## config.mk

```make
export PLATFORM = sky130hd
export DESIGN_NAME = fetch_queue_unit
export DESIGN_NICKNAME = d
export VERILOG_FILES = /design/src/rtl/fetch_queue_unit.sv
export SDC_FILE = /design/constraint.sdc
export NUM_CORES = 1
export LEC_CHECK = 0
export BUFFER_PORTS_ARGS = -buffer_cell sky130_fd_sc_hd__buf_2
export CAP_MARGIN = 20
export CORE_UTILIZATION = 55
export CTS_CLUSTER_SIZE = 8
export DETAILED_ROUTE_END_ITERATION = 8
export PLACE_DENSITY = 0.75
export SLEW_MARGIN = 20
export SYNTH_ARGS = -nofsm -noshare
export SYNTH_HDL_FRONTEND = slang
export SYNTH_SLANG_ARGS = --single-unit
export TNS_END_PERCENT = 30
```

## constraint.sdc

```tcl
create_clock -name Clock -period 2.7 [get_ports Clock]
set_input_delay 0 -clock Clock [delete_from_list [all_inputs] [get_ports Clock]]
set_output_delay 0 -clock Clock [all_outputs]
set_load 0.1 [all_outputs]
```

## src/rtl/fetch_queue_unit.sv

```systemverilog
// fetch_queue_unit: program counter plus prefetch queue feeding the decoder,
// with stall backpressure and branch redirect that flushes the queue.
module fetch_queue_unit #(
    parameter int                  PC_WIDTH    = 10,
    parameter int                  INSTR_WIDTH = 16,
    parameter int                  QUEUE_DEPTH = 4,
    parameter logic [PC_WIDTH-1:0] RESET_PC    = '0
) (
    input  logic                               Clock,
    input  logic                               Reset,
    output logic [PC_WIDTH-1:0]                oIMemAddress,
    output logic                               oIMemRequest,
    input  logic [INSTR_WIDTH-1:0]             iIMemInstruction,
    input  logic                               iBranchTaken,
    input  logic [PC_WIDTH-1:0]                iBranchTarget,
    input  logic                               iStall,
    output logic                               oValid,
    output logic [INSTR_WIDTH-1:0]             oInstruction,
    output logic [PC_WIDTH-1:0]                oInstrPC,
    output logic [$clog2(QUEUE_DEPTH+1)-1:0]   oQueueCount
);
    localparam int CW = $clog2(QUEUE_DEPTH + 1);
    localparam int AW = $clog2(QUEUE_DEPTH);
    localparam logic [CW-1:0] FULL = CW'(QUEUE_DEPTH);

    logic [PC_WIDTH-1:0]    fetch_pc;
    logic [CW-1:0]          count;
    logic [AW-1:0]          head, tail;
    logic [PC_WIDTH-1:0]    pc_mem [QUEUE_DEPTH];
    logic [INSTR_WIDTH-1:0] instr_mem [QUEUE_DEPTH];
    logic                   pop, push;

    // A full queue still accepts a new word when the head leaves in the same cycle.
    always_comb begin
        pop  = oValid & ~iStall & ~iBranchTaken;
        push = ~iBranchTaken & ((count != FULL) | pop);
    end

    assign oValid       = count != '0;
    assign oInstruction = oValid ? instr_mem[head] : '0;
    assign oInstrPC     = oValid ? pc_mem[head] : '0;
    assign oQueueCount  = count;
    assign oIMemAddress = fetch_pc;
    assign oIMemRequest = push & Reset;

    always_ff @(posedge Clock) begin
        if (push) begin
            pc_mem[tail]    <= fetch_pc;
            instr_mem[tail] <= iIMemInstruction;
        end
    end

    always_ff @(posedge Clock or negedge Reset) begin
        if (!Reset) begin
            fetch_pc <= RESET_PC;
            count    <= '0;
            head     <= '0;
            tail     <= '0;
        end else if (iBranchTaken) begin
            fetch_pc <= iBranchTarget;
            count    <= '0;
            head     <= '0;
            tail     <= '0;
        end else begin
            if (push) begin
                fetch_pc <= fetch_pc + 1'b1;
                tail     <= tail + 1'b1;
            end
            if (pop)
                head <= head + 1'b1;
            count <= count + CW'(push) - CW'(pop);
        end
    end
endmodule
```

==> results.yml, run 1 <==
power:
  share_clk_of_total_power: 0.283
  pwr-share-comb: 0.392
  power_density_nw_per_um2: 1240
  share_seq_of_total_power: 0.325
  internal-power_mw: 4.53
  power.share.switching: 0.431
  power.net_switching_mw: 3.43
  irDropWorstVdd_mv: 0.789
  leakage_nw: 2.37
clock_network:
  cts.root.buffer_cell: "sky130_fd_sc_hd__clkbuf_8"
  clock_insertion_delay_worst_skew_ns: 0.51
  cts-buffers-inserted: 17
  clk_pin_slew_ns: 0.06
  cts_tree: "built"
  cts.sink_count: 121
  cts.htree.levels: 4
  cts-root-to-sink-buffers: 2
detailed_routing:
  routed_wirelength_um: 9770
  remaining_drc_errors: 0
  postRouteAntennaNets: 0
  route.vias.total: 2863
  wl_per_cell_um: 19.1
  firstDrtPassIters: 4
  drt-initial-drc-count: 129
  routed_via_density: 5.59
worst_setup_path:
  startpoint: "head[0]$_DFFE_PN0P_"
  max_fanout_on_critical_path: 29
  critPathRequiredTime_ns: 2.70
  crit_path_top_delay_cell: "sky130_fd_sc_hd__dfrtp_4"
  rr_worst_depth: 10
  r2r_slack_ns: 0.50
  worst-endpoint-arrival_ns: 2.36
  rr_endpoint: "oQueueCount[2]$_DFF_PN0_"
  critical_path_buf_inv_count: 1
  worstSetupStartpointType: "register"
  critPathTopFamily: "flip-flops"
  cp-end-kind: "output port"
  max_stage_delay_ns: 0.79
  worstReg2RegStart: "oQueueCount[1]$_DFF_PN0_"
  critical_path_class: "reg2out"
  cell_chain_critical_path: "mux4_2 > nor2b_1 > buf_2"
sta:
  final_hold_viol_count: 0
  period_needed_ns: 2.36
  timing.clock.skew_ns: 0.00764
  final_min_period_over_clock_period: 0.873
  fmaxAchievable_ghz: 0.424
  timing.final.ws_setup_ns: 0.343
  worst_slew_pin_slew_ns: 0.796
  worst_slew_margin_rel: 0.467
  grt_setup_unrepaired: "false"
  final_max_slew_viol_count: 0
  finalSetupViolations: 0
yosys:
  ys_types: 37
  post_synth_instance_area_um2: 4970
  postSynthCellCount: 272
  synth_warnings: 0
  number_of_synthesized_flops_with_an_enable_pin: 104
  ys_seq_area_frac: 0.714
  synth.mux.area_fraction: 0.120
  synth_seq_cells: 121
  synth_top_family_by_area: "multiplexers"
  post_synth.cell_area_avg_um2: 18.3
  synth_nets: 310
  synth_top_cell_by_area: "sky130_fd_sc_hd__edfxtp_1"
  synth_xor_area_frac: 0.0176
  synth-main-ff-cell: "sky130_fd_sc_hd__edfxtp_1"
  async_reset_ff_frac: 0.140
  synth_compound_area_frac: 0.0338
  synth_area_leaders: "sky130_fd_sc_hd__edfxtp_1, sky130_fd_sc_hd__mux4_2, sky130_fd_sc_hd__dfrtp_1, sky130_fd_sc_hd__nor2b_1, sky130_fd_sc_hd__ha_1"
  yosysTopAreaCellShare: 0.629
  post_synth_fa_ha_maj_area_fraction: 0.0217
  synth_simple_gate_area_share: 0.0728
floorplan:
  rows: 34
  die_area_um2: 9420
  die-width_um: 97.0
  ios: 71
  fp.dieH_um: 97.0
  floorplan.core_area_um2: 8720
  start_util: 0.570
placed_design:
  dp_hpwl_um: 5200
  finalWeightedCongestion: 0.763
  place.port_buffers: 70
  placed_cells_incl_taps: 443
  place_worst_setup_slack_ns: 0.498
cells_and_area:
  number_of_cells_in_the_finished_layout_apart_from_fillers: 512
  finish.net_count: 429
  antenna_cells_inserted: 0
  fillCellCount: 513
  area.growth.synth_to_final_pct: 29.0
  post_route_cells_drive_above_1_share: 0.344
worst_hold_path:
  hold_path_startpoint: "iIMemInstruction[8]"
  worst_min_delay_path_category: "in2reg"
  worst_hold_path.endpoint: "instr_mem[1][8]$_DFFE_PP_"
  timing.hold.worst_path_depth: 2
global_route:
  gr-usage-all-layers: 0.223
  antenna_found_initial: 0
  grt_start_max_net_pins: 31
  number_of_global_route_vias_before_repair: 3040
  wire_length_of_the_first_global_routing_pass_um: 15400
  grt_remaining_overflow: 0
run_status:
  outcome: "completed"
job:
  cap_viol_max_count: 0
-- sequential cells by signal, summed over array words and instances, names as in the netlist --
name          cells
instr_mem        64
pc_mem           40
oIMemAddress     10
oQueueCount       3
head              2
tail              2
-- layout by cell type (no fill, tap or decap), types with 5 or more instances in the layout --
master / netlist / routed
sky130_fd_sc_hd__o21ai_0: 10 / 10
sky130_fd_sc_hd__clkbuf_8: 0 / 5
sky130_fd_sc_hd__and2_1: 5 / 5
sky130_fd_sc_hd__edfxtp_1: 104 / 104
sky130_fd_sc_hd__dfrtp_1: 17 / 15
sky130_fd_sc_hd__nor2_1: 7 / 7
sky130_fd_sc_hd__mux4_2: 26 / 26
sky130_fd_sc_hd__nor2b_1: 27 / 27
sky130_fd_sc_hd__inv_1: 8 / 8
sky130_fd_sc_hd__xor2_1: 7 / 7
sky130_fd_sc_hd__dlygate4sd3_1: 0 / 37
sky130_fd_sc_hd__buf_4: 2 / 6
sky130_fd_sc_hd__ha_1: 7 / 7
sky130_fd_sc_hd__buf_2: 4 / 70
sky130_fd_sc_hd__clkbuf_16: 0 / 16
sky130_fd_sc_hd__nand2_1: 9 / 9
-- area by class of cell --
cell class | count | area (um^2) | area share
clock buffers | 24 | 480 | 0.0750
clock inverters | 8 | 120 | 0.0187
inverters | 8 | 30.0 | 0.00468
multi-input cells | 130 | 1330 | 0.207
flip-flops and latches | 121 | 3550 | 0.554
well taps | 108 | 135 | 0.0211
repair buffers | 113 | 766 | 0.119
-- synth_stat cells (2+ instances only) --
master	number
sky130_fd_sc_hd__and2_1	5
sky130_fd_sc_hd__a21oi_1	2
sky130_fd_sc_hd__nor2b_1	27
sky130_fd_sc_hd__o2111ai_1	4
sky130_fd_sc_hd__clkbuf_1	6
sky130_fd_sc_hd__ha_1	7
sky130_fd_sc_hd__or3_1	2
sky130_fd_sc_hd__mux4_2	26
sky130_fd_sc_hd__xnor2_1	3
sky130_fd_sc_hd__nor2_1	7
sky130_fd_sc_hd__a31oi_1	3
sky130_fd_sc_hd__nand2_1	9
sky130_fd_sc_hd__dfrtp_1	17
sky130_fd_sc_hd__buf_2	4
sky130_fd_sc_hd__nor3_1	2
sky130_fd_sc_hd__buf_4	2
sky130_fd_sc_hd__xor2_1	7
sky130_fd_sc_hd__edfxtp_1	104
sky130_fd_sc_hd__inv_1	8
sky130_fd_sc_hd__o21ai_0	10
-- repair_timing --
| action | CTS | global route |
|---|---|---|
| setup endpoints to repair | 0 | 25 |
| hold buffers | 37 | 0 |
| setup buffers | 0 | 0 |
| gates resized for setup | 0 | 1 |
| endpoints found under the hold margin | 98 | 0 |
-- per-layer routing --
metal  up-vias  wire [um]  global-route usage
met3        16        460              0.0600
met2       110       5220               0.373
met4         0        136              0.0792
met1      1442       3950               0.280
li1       1295          -                   -
met5         -          0                   0
-- worst reg2reg max path, cell delays in order (launching register included) --
cell and delay, ns:
sky130_fd_sc_hd__dfrtp_2 0.43, sky130_fd_sc_hd__nor2_1 0.06, sky130_fd_sc_hd__a31oi_1 0.38, sky130_fd_sc_hd__inv_1 0.09, sky130_fd_sc_hd__ha_1 0.28, sky130_fd_sc_hd__inv_1 0.06
sky130_fd_sc_hd__ha_1 0.13, sky130_fd_sc_hd__inv_1 0.05, sky130_fd_sc_hd__fa_1 0.37, sky130_fd_sc_hd__xnor2_1 0.16, sky130_fd_sc_hd__nor2_1 0.05
-- worst max path at each step --
stage                          endpoint  cells past startpoint
2_1_floorplan               oInstrPC[0]                      3
3_3_place_gp   oQueueCount[2]$_DFF_PN0_                     10
3_5_place_dp   oQueueCount[2]$_DFF_PN0_                     10
4_1_cts                     oInstrPC[9]                      3
5_1_grt                     oInstrPC[0]                      3
6_report               oInstruction[10]                      3
-- power groups by stage --
stage / sequential, mW / combinational (mW) / clock (mW)
global placement: 2.60 / 3.05 / 0
floorplan: 2.78 / 2.41 / 0
finish: 2.59 / 3.12 / 2.25
CTS: 2.59 / 3.13 / 2.27
global route: 2.63 / 3.24 / 2.36
detailed placement: 2.62 / 3.07 / 0
-- stage by stage --
step	setup TNS, ns	util	area, um^2	hold WS [ns]	power [mW]
global route	0	0.735	6410	0.240	8.23
floorplan	-1.34	-	4970	-0.296	5.18
finish	0	0.735	6410	0.253	7.95
CTS	0	0.735	6410	0.222	7.99
detailed placement	0	0.623	5440	-0.0510	5.69
global placement	0	0.623	5440	-0.0547	5.65
-- cells by family (layout without fill, tap and decap cells) --
logic type                 after synthesis  count (layout)
adders and majority gates                8               8
and+or+nand+nor                         61              61
xor gates and xnor gates                10              10
muxes                                   27              27
AOI/OAI and AO/OA                       24              24
buffers and inverters                   21             153
DFF                                    121             121
No activity file was read; power rests on OpenSTA's default activity.
==> run 2, diff against run 1 <==
CELL_PAD_IN_SITES_DETAIL_PLACEMENT = 1   (was default)
CELL_PAD_IN_SITES_GLOBAL_PLACEMENT = 2   (was default)
CORE_UTILIZATION = 42   (was 55)
PLACE_DENSITY = 0.77   (was 0.75)
==> results.yml, run 2 (synthesized netlist as in run 1, its figures left out) <==
sta:
  fmaxAchievable_ghz: 0.458
  period_needed_ns: 2.18
  timing.clock.skew_ns: 0.00859
  fin_hold_ws_ns: 0.0456
  final_min_period_over_clock_period: 0.809
  worst_slew_margin_rel: 0.663
  final_max_slew_viol_count: 0
  finalSetupViolations: 0
  grt_setup_unrepaired: "false"
  worst_slew_pin_slew_ns: 0.509
  timing.final.ws_setup_ns: 0.517
  final_hold_viol_count: 0
power:
  p_total_mw: 7.80
  leakage_nw: 2.33
  power.share.switching: 0.439
  share_clk_of_total_power: 0.265
  internal-power_mw: 4.38
  power_density_nw_per_um2: 1230
  power.net_switching_mw: 3.42
  pwr-share-comb: 0.410
  share_seq_of_total_power: 0.325
  irDropWorstVdd_mv: 0.859
clock_network:
  clk_pin_slew_ns: 0.05
  cts_tree: "built"
  cts-root-to-sink-buffers: 2
  cts_setup_buffers: 0
  clock_insertion_delay_worst_skew_ns: 0.40
  cts-buffers-inserted: 17
  cts.sink_count: 121
  cts.htree.levels: 4
  cts.root.buffer_cell: "sky130_fd_sc_hd__clkbuf_16"
global_route:
  grt_start_max_net_pins: 31
  number_of_global_route_vias_before_repair: 3044
  antenna_found_initial: 0
  gr-usage-all-layers: 0.183
  grt_remaining_overflow: 0
  wire_length_of_the_first_global_routing_pass_um: 16300
worst_setup_path:
  worstReg2RegStart: "oQueueCount[1]$_DFF_PN0_"
  worstSetupStartpointType: "register"
  rr_worst_depth: 10
  crit_path_top_delay_cell: "sky130_fd_sc_hd__dfrtp_2"
  max_fanout_on_critical_path: 21
  max_stage_delay_ns: 0.53
  critical_path_class: "reg2out"
  startpoint: "head[0]$_DFFE_PN0P_"
  worst-endpoint-arrival_ns: 2.18
  r2r_slack_ns: 0.54
  timing_endpoint_of_the_critical_path: "oInstrPC[0]"
  rr_endpoint: "oQueueCount[2]$_DFF_PN0_"
  cp-end-kind: "output port"
  critPathRequiredTime_ns: 2.70
  cell_chain_critical_path: "buf_12 > mux4_2 > nor2b_1 > buf_2"
detailed_routing:
  postRouteAntennaNets: 0
  remaining_drc_errors: 0
  routed_wirelength_um: 10200
  routed_via_density: 5.12
  firstDrtPassIters: 4
  drt-initial-drc-count: 87
  wl_per_cell_um: 18.8
  route.vias.total: 2760
floorplan:
  fp.dieH_um: 111
  die_area_um2: 12300
  floorplan.core_area_um2: 11500
  die-width_um: 111
  ios: 71
  rows: 39
  start_util: 0.433
placed_design:
  finalWeightedCongestion: 0.712
  dp_hpwl_um: 5910
  place_worst_setup_slack_ns: 0.491
  detailed_place.area_um2: 5520
  place.port_buffers: 70
cells_and_area:
  post_route_cells_drive_above_1_share: 0.348
  antenna_cells_inserted: 0
  multiInputGateArea_um2: 1330
  ff_latch_area_um2: 3550
  finished_layout_cell_area_um2: 6340
  area.growth.synth_to_final_pct: 27.7
  layout.cells.most_common_list: "sky130_fd_sc_hd__edfxtp_1, sky130_fd_sc_hd__buf_2, sky130_fd_sc_hd__dlygate4sd3_1"
  fillCellCount: 1074
  finish.net_count: 422
  layout_commonest_cell: "sky130_fd_sc_hd__edfxtp_1"
  largest_register_ffs: 64
  regMostFlops: "instr_mem"
job:
  cap_viol_max_count: 0
run_status:
  outcome: "completed"
worst_hold_path:
  worst_min_delay_path_category: "in2reg"
## run 2: changes by cell type in the layout (fill, tap and decap cells not counted)
cell | previous run | this run
sky130_fd_sc_hd__buf_12 | 0 | 2
sky130_fd_sc_hd__bufinv_16 | 3 | 2
sky130_fd_sc_hd__clkbuf_1 | 3 | 4
sky130_fd_sc_hd__clkbuf_16 | 16 | 17
sky130_fd_sc_hd__clkbuf_8 | 5 | 0
sky130_fd_sc_hd__clkinv_1 | 0 | 1
sky130_fd_sc_hd__clkinv_2 | 3 | 5
sky130_fd_sc_hd__dfrtp_2 | 1 | 2
sky130_fd_sc_hd__dfrtp_4 | 1 | 0
sky130_fd_sc_hd__dlygate4sd3_1 | 37 | 28
## run 2: area by class of cell
| type | count | share of cell area |
|---|---|---|
| Multi-Input combinational cell | 130 | 0.209 |
| Clock inverter | 10 | 0.0164 |
| Sequential cell | 121 | 0.560 |
| Tap cell | 143 | 0.0282 |
| Timing Repair Buffer | 106 | 0.113 |
| Clock buffer | 21 | 0.0694 |
| Inverter | 8 | 0.00473 |
## run 2: routing by layer
metal,vias to the layer above,GRT usage,part of all wire
li1,1280,-,-
met1,1403,0.225,0.44
met2,69,0.307,0.51
met3,8,0.0574,0.038
met4,0,0.0587,0.0094
met5,-,0,0
## run 2: worst min-delay path by stage
| stage | start | cells past startpoint | to | slack [ns] |
|---|---|---|---|---|
| 2_1_floorplan | Reset | 0 | head[0]$_DFFE_PN0P_ | -0.30 |
| 3_3_place_gp | Reset | 1 | oIMemAddress[3]$_DFFE_PN0P_ | -0.03 |
| 3_5_place_dp | Reset | 1 | oIMemAddress[5]$_DFFE_PN0P_ | -0.02 |
| 4_1_cts | iStall | 3 | head[0]$_DFFE_PN0P_ | 0.02 |
| 5_1_grt | iStall | 3 | head[0]$_DFFE_PN0P_ | 0.05 |
| 6_report | iStall | 3 | head[0]$_DFFE_PN0P_ | 0.05 |
## run 2: power groups by stage
stage               sequential (mW)  clock [mW]  combinational (mW)
detailed placement             2.57           0                3.19
finish                         2.54        2.07                3.20
global placement               2.55           0                3.17
CTS                            2.54        2.12                3.24
floorplan                      2.78           0                2.41
global route                   2.57        2.19                3.35
## run 2: repair_timing
| item | in CTS | in global routing |
|---|---|---|
| hold buffers | 28 | 0 |
| resized for setup | 0 | 0 |
| hold endpoints to repair | 92 | 0 |
## run 2: through the flow
stage | setup TNS [ns] | std cells | util
floorplan | -1.34 | 272 | -
global placement | 0 | 480 | 0.481
detailed placement | 0 | 480 | 0.481
CTS | 0 | 539 | 0.553
global route | 0 | 539 | 0.553
finish | 0 | 539 | 0.553
## run 2: critical path: cells and delay by family, from the launching register on
kind | cells | cell delay (ns)
flops | 1 | 0.53
buf+inv | 2 | 0.56
simple gates | 1 | 0.16
mux | 1 | 0.52
==> run 3, diff against run 2 <==
ABC_AREA = 1   (was default)
CORE_UTILIZATION = 34   (was 42)
PLACE_DENSITY = 0.73   (was 0.77)
clock period = 1.7 ns   (was 2.7 ns; I/O delays follow)
==> results.yml, run 3 <==
detailed_routing:
  wl_per_cell_um: 18.0
  route.vias.total: 3935
  drt-initial-drc-count: 218
  remaining_drc_errors: 0
  routed_wirelength_um: 14400
  postRouteAntennaNets: 0
  routed_via_density: 4.94
  firstDrtPassIters: 4
yosys:
  post_synth_instance_area_um2: 5220
  async_reset_ff_frac: 0.140
  post_synth.cell_area_avg_um2: 11.3
  synth_top_cell_by_area: "sky130_fd_sc_hd__edfxtp_1"
  synth_area_leaders: "sky130_fd_sc_hd__edfxtp_1, sky130_fd_sc_hd__nor2_1, sky130_fd_sc_hd__dfrtp_1, sky130_fd_sc_hd__o21ai_0, sky130_fd_sc_hd__a21oi_1"
  yosysTopAreaCellShare: 0.598
  synth_nets: 502
  synthMostInstantiatedCell: "sky130_fd_sc_hd__nor2_1"
  synth_seq_cells: 121
  postSynthCellCount: 464
  yosys-top-cells-count: "sky130_fd_sc_hd__nor2_1, sky130_fd_sc_hd__edfxtp_1, sky130_fd_sc_hd__o21ai_0"
  ys_seq_area_frac: 0.680
  number_of_synthesized_flops_with_an_enable_pin: 104
  synth-main-ff-cell: "sky130_fd_sc_hd__edfxtp_1"
  synth_warnings: 0
  ys_types: 33
global_route:
  grt_remaining_overflow: 0
  number_of_global_route_vias_before_repair: 4351
  grt_start_max_net_pins: 31
  wire_length_of_the_first_global_routing_pass_um: 22500
  antenna_found_initial: 0
  gr-usage-all-layers: 0.191
cells_and_area:
  fillCellCount: 1509
  layout.cells.most_common_list: "sky130_fd_sc_hd__nor2_1, sky130_fd_sc_hd__edfxtp_1, sky130_fd_sc_hd__buf_2"
  layout_commonest_cell: "sky130_fd_sc_hd__nor2_1"
  area.growth.synth_to_final_pct: 49.3
  regMostFlops: "instr_mem"
  post_route_cells_drive_above_1_share: 0.334
  finish.net_count: 638
  largest_register_ffs: 64
  ff_latch_area_um2: 3560
  finished_layout_cell_area_um2: 7790
  antenna_cells_inserted: 0
  multiInputGateArea_um2: 1790
clock_network:
  clock_insertion_delay_worst_skew_ns: 0.42
  cts.sink_count: 121
  cts_tree: "built"
  cts-root-to-sink-buffers: 2
  cts.htree.levels: 4
  cts-buffers-inserted: 17
  cts.root.buffer_cell: "sky130_fd_sc_hd__clkbuf_16"
  clk_pin_slew_ns: 0.05
worst_setup_path:
  critPathTopFamily: "adder cells"
  cell_chain_critical_path: "nor2_4 > a31oi_4 > inv_4 > ha_4 > inv_4 > ha_4 > inv_2 > fa_2 > nor2_2"
  crit_path_top_delay_cell: "sky130_fd_sc_hd__fa_2"
  worst-endpoint-arrival_ns: 2.33
  critical_path_buf_inv_count: 3
  max_stage_delay_ns: 0.53
  max_fanout_on_critical_path: 3
  cp-end-kind: "register"
  critical_path_class: "reg2reg"
  critPathRequiredTime_ns: 2.01
  worstSetupStartpointType: "register"
sta:
  worst_slew_margin_rel: 0.667
  worst_slew_pin_slew_ns: 0.498
  setup_total_negative_slack_ns: -5.23
  grt_setup_unrepaired: "true"
  fmaxAchievable_ghz: 0.495
  timing.final.ws_setup_ns: -0.322
  period_needed_ns: 2.02
  finalSetupViolations: 55
  fin_hold_ws_ns: 0.0282
  final_max_slew_viol_count: 0
  timing.clock.skew_ns: 0.00919
  final_min_period_over_clock_period: 1.19
  final_hold_viol_count: 0
floorplan:
  start_util: 0.354
  die-width_um: 126
  die_area_um2: 15900
  rows: 44
  fp.dieH_um: 126
  floorplan.core_area_um2: 14800
  ios: 71
job:
  cap_viol_max_count: 0
run_status:
  outcome: "complete, but fails checks"
  violations: "setup timing"
placed_design:
  place.port_buffers: 70
  finalWeightedCongestion: 0.739
  dp_hpwl_um: 8670
  detailed_place.area_um2: 6640
worst_hold_path:
  worst_min_delay_path_category: "in2reg"
## run 3: cell types whose count changed in the layout (fill, tap and decap cells not counted), sizes merged, moves of 5 or more
cell | before | now
nor2 | 9 | 128
o21ai | 11 | 58
buf | 78 | 110
a21oi | 2 | 31
nand2 | 9 | 36
nor2b | 27 | 0
mux4 | 26 | 0
inv | 8 | 29
nand3 | 1 | 15
xor2 | 7 | 1
and2 | 5 | 0
## run 3: tightest hold or removal path, stage by stage
cell and delay, ns:
sky130_fd_sc_hd__buf_2 0.14, sky130_fd_sc_hd__buf_4 0.21, sky130_fd_sc_hd__nor2_2 0.06
## run 3: area by class of cell
class,count,share of cell area
Timing Repair Buffer,137,0.195
Clock buffer,18,0.0551
Clock inverter,14,0.0170
Inverter,30,0.0170
Multi-Input combinational cell,293,0.229
Tap cell,184,0.0295
Sequential cell,121,0.457
## run 3: repair_timing
action / 4_1_cts / 5_1_grt
endpoints found under the hold margin: 91 / 0
hold buffers: 27 / 0
buffers inserted: 4 / 4
pin swaps: 3 / 9
setup endpoints to repair: 81 / 82
gates resized for setup: 28 / 30
cloned: 2 / 2
## run 3: kinds of logic (layout without fill, tap and decap cells)
group / after synthesis / in the layout / synth area share
adder cells (fa/ha/maj): 8 / 8 / 0.0206
AO/OA/AOI/OAI: 95 / 95 / 0.0978
XOR/XNOR: 1 / 1 / 0.00168
AND/OR/NAND/NOR: 187 / 189 / 0.150
flip-flops: 121 / 121 / 0.680
buffers and inverters: 52 / 199 / 0.0506
## run 3: final timing paths
| check | start | to | slack [ns] | depth (start not counted) |
|---|---|---|---|---|
| hold reg to reg | oIMemAddress[4]$_DFFE_PN0P_ | pc_mem[1][4]$_DFFE_PP_ | 0.64 | 1 |
| hold / removal | iBranchTaken | oQueueCount[1]$_DFF_PN0_ | 0.03 | 3 |
| min in group asynchronous | Reset | oIMemAddress[0]$_DFFE_PN0P_ | 0.08 | 3 |
| setup / recovery | oQueueCount[0]$_DFF_PN0_ | oQueueCount[1]$_DFF_PN0_ | -0.32 | 9 |
| setup reg to reg | oQueueCount[0]$_DFF_PN0_ | oQueueCount[1]$_DFF_PN0_ | -0.32 | 9 |
| max in group asynchronous | Reset | oQueueCount[0]$_DFF_PN0_ | 1.38 | 3 |
## run 3: per-layer routing
| metal | track usage | up-vias | routed length [um] | part of all wire |
|---|---|---|---|---|
| met2 | 0.353 | 86 | 7700 | 0.54 |
| li1 | - | 1878 | - | - |
| met4 | 0.0808 | 0 | 315 | 0.022 |
| met1 | 0.211 | 1954 | 5880 | 0.41 |
| met5 | 0 | - | 0 | 0 |
| met3 | 0.0391 | 17 | 474 | 0.033 |
## run 3: per-stage QoR
stage / setup slack, ns / util / std cells
6_report: -0.322 / 0.528 / 797
2_1_floorplan: -0.731 / - / 464
4_1_cts: -0.317 / 0.521 / 791
5_1_grt: -0.371 / 0.528 / 797
3_3_place_gp: -0.361 / 0.450 / 726
3_5_place_dp: -0.434 / 0.450 / 726
Power of run 3 is left out: the tool's default activity adds up to more than one toggle a clock period on the data nets, which glitch-free logic cannot reach.
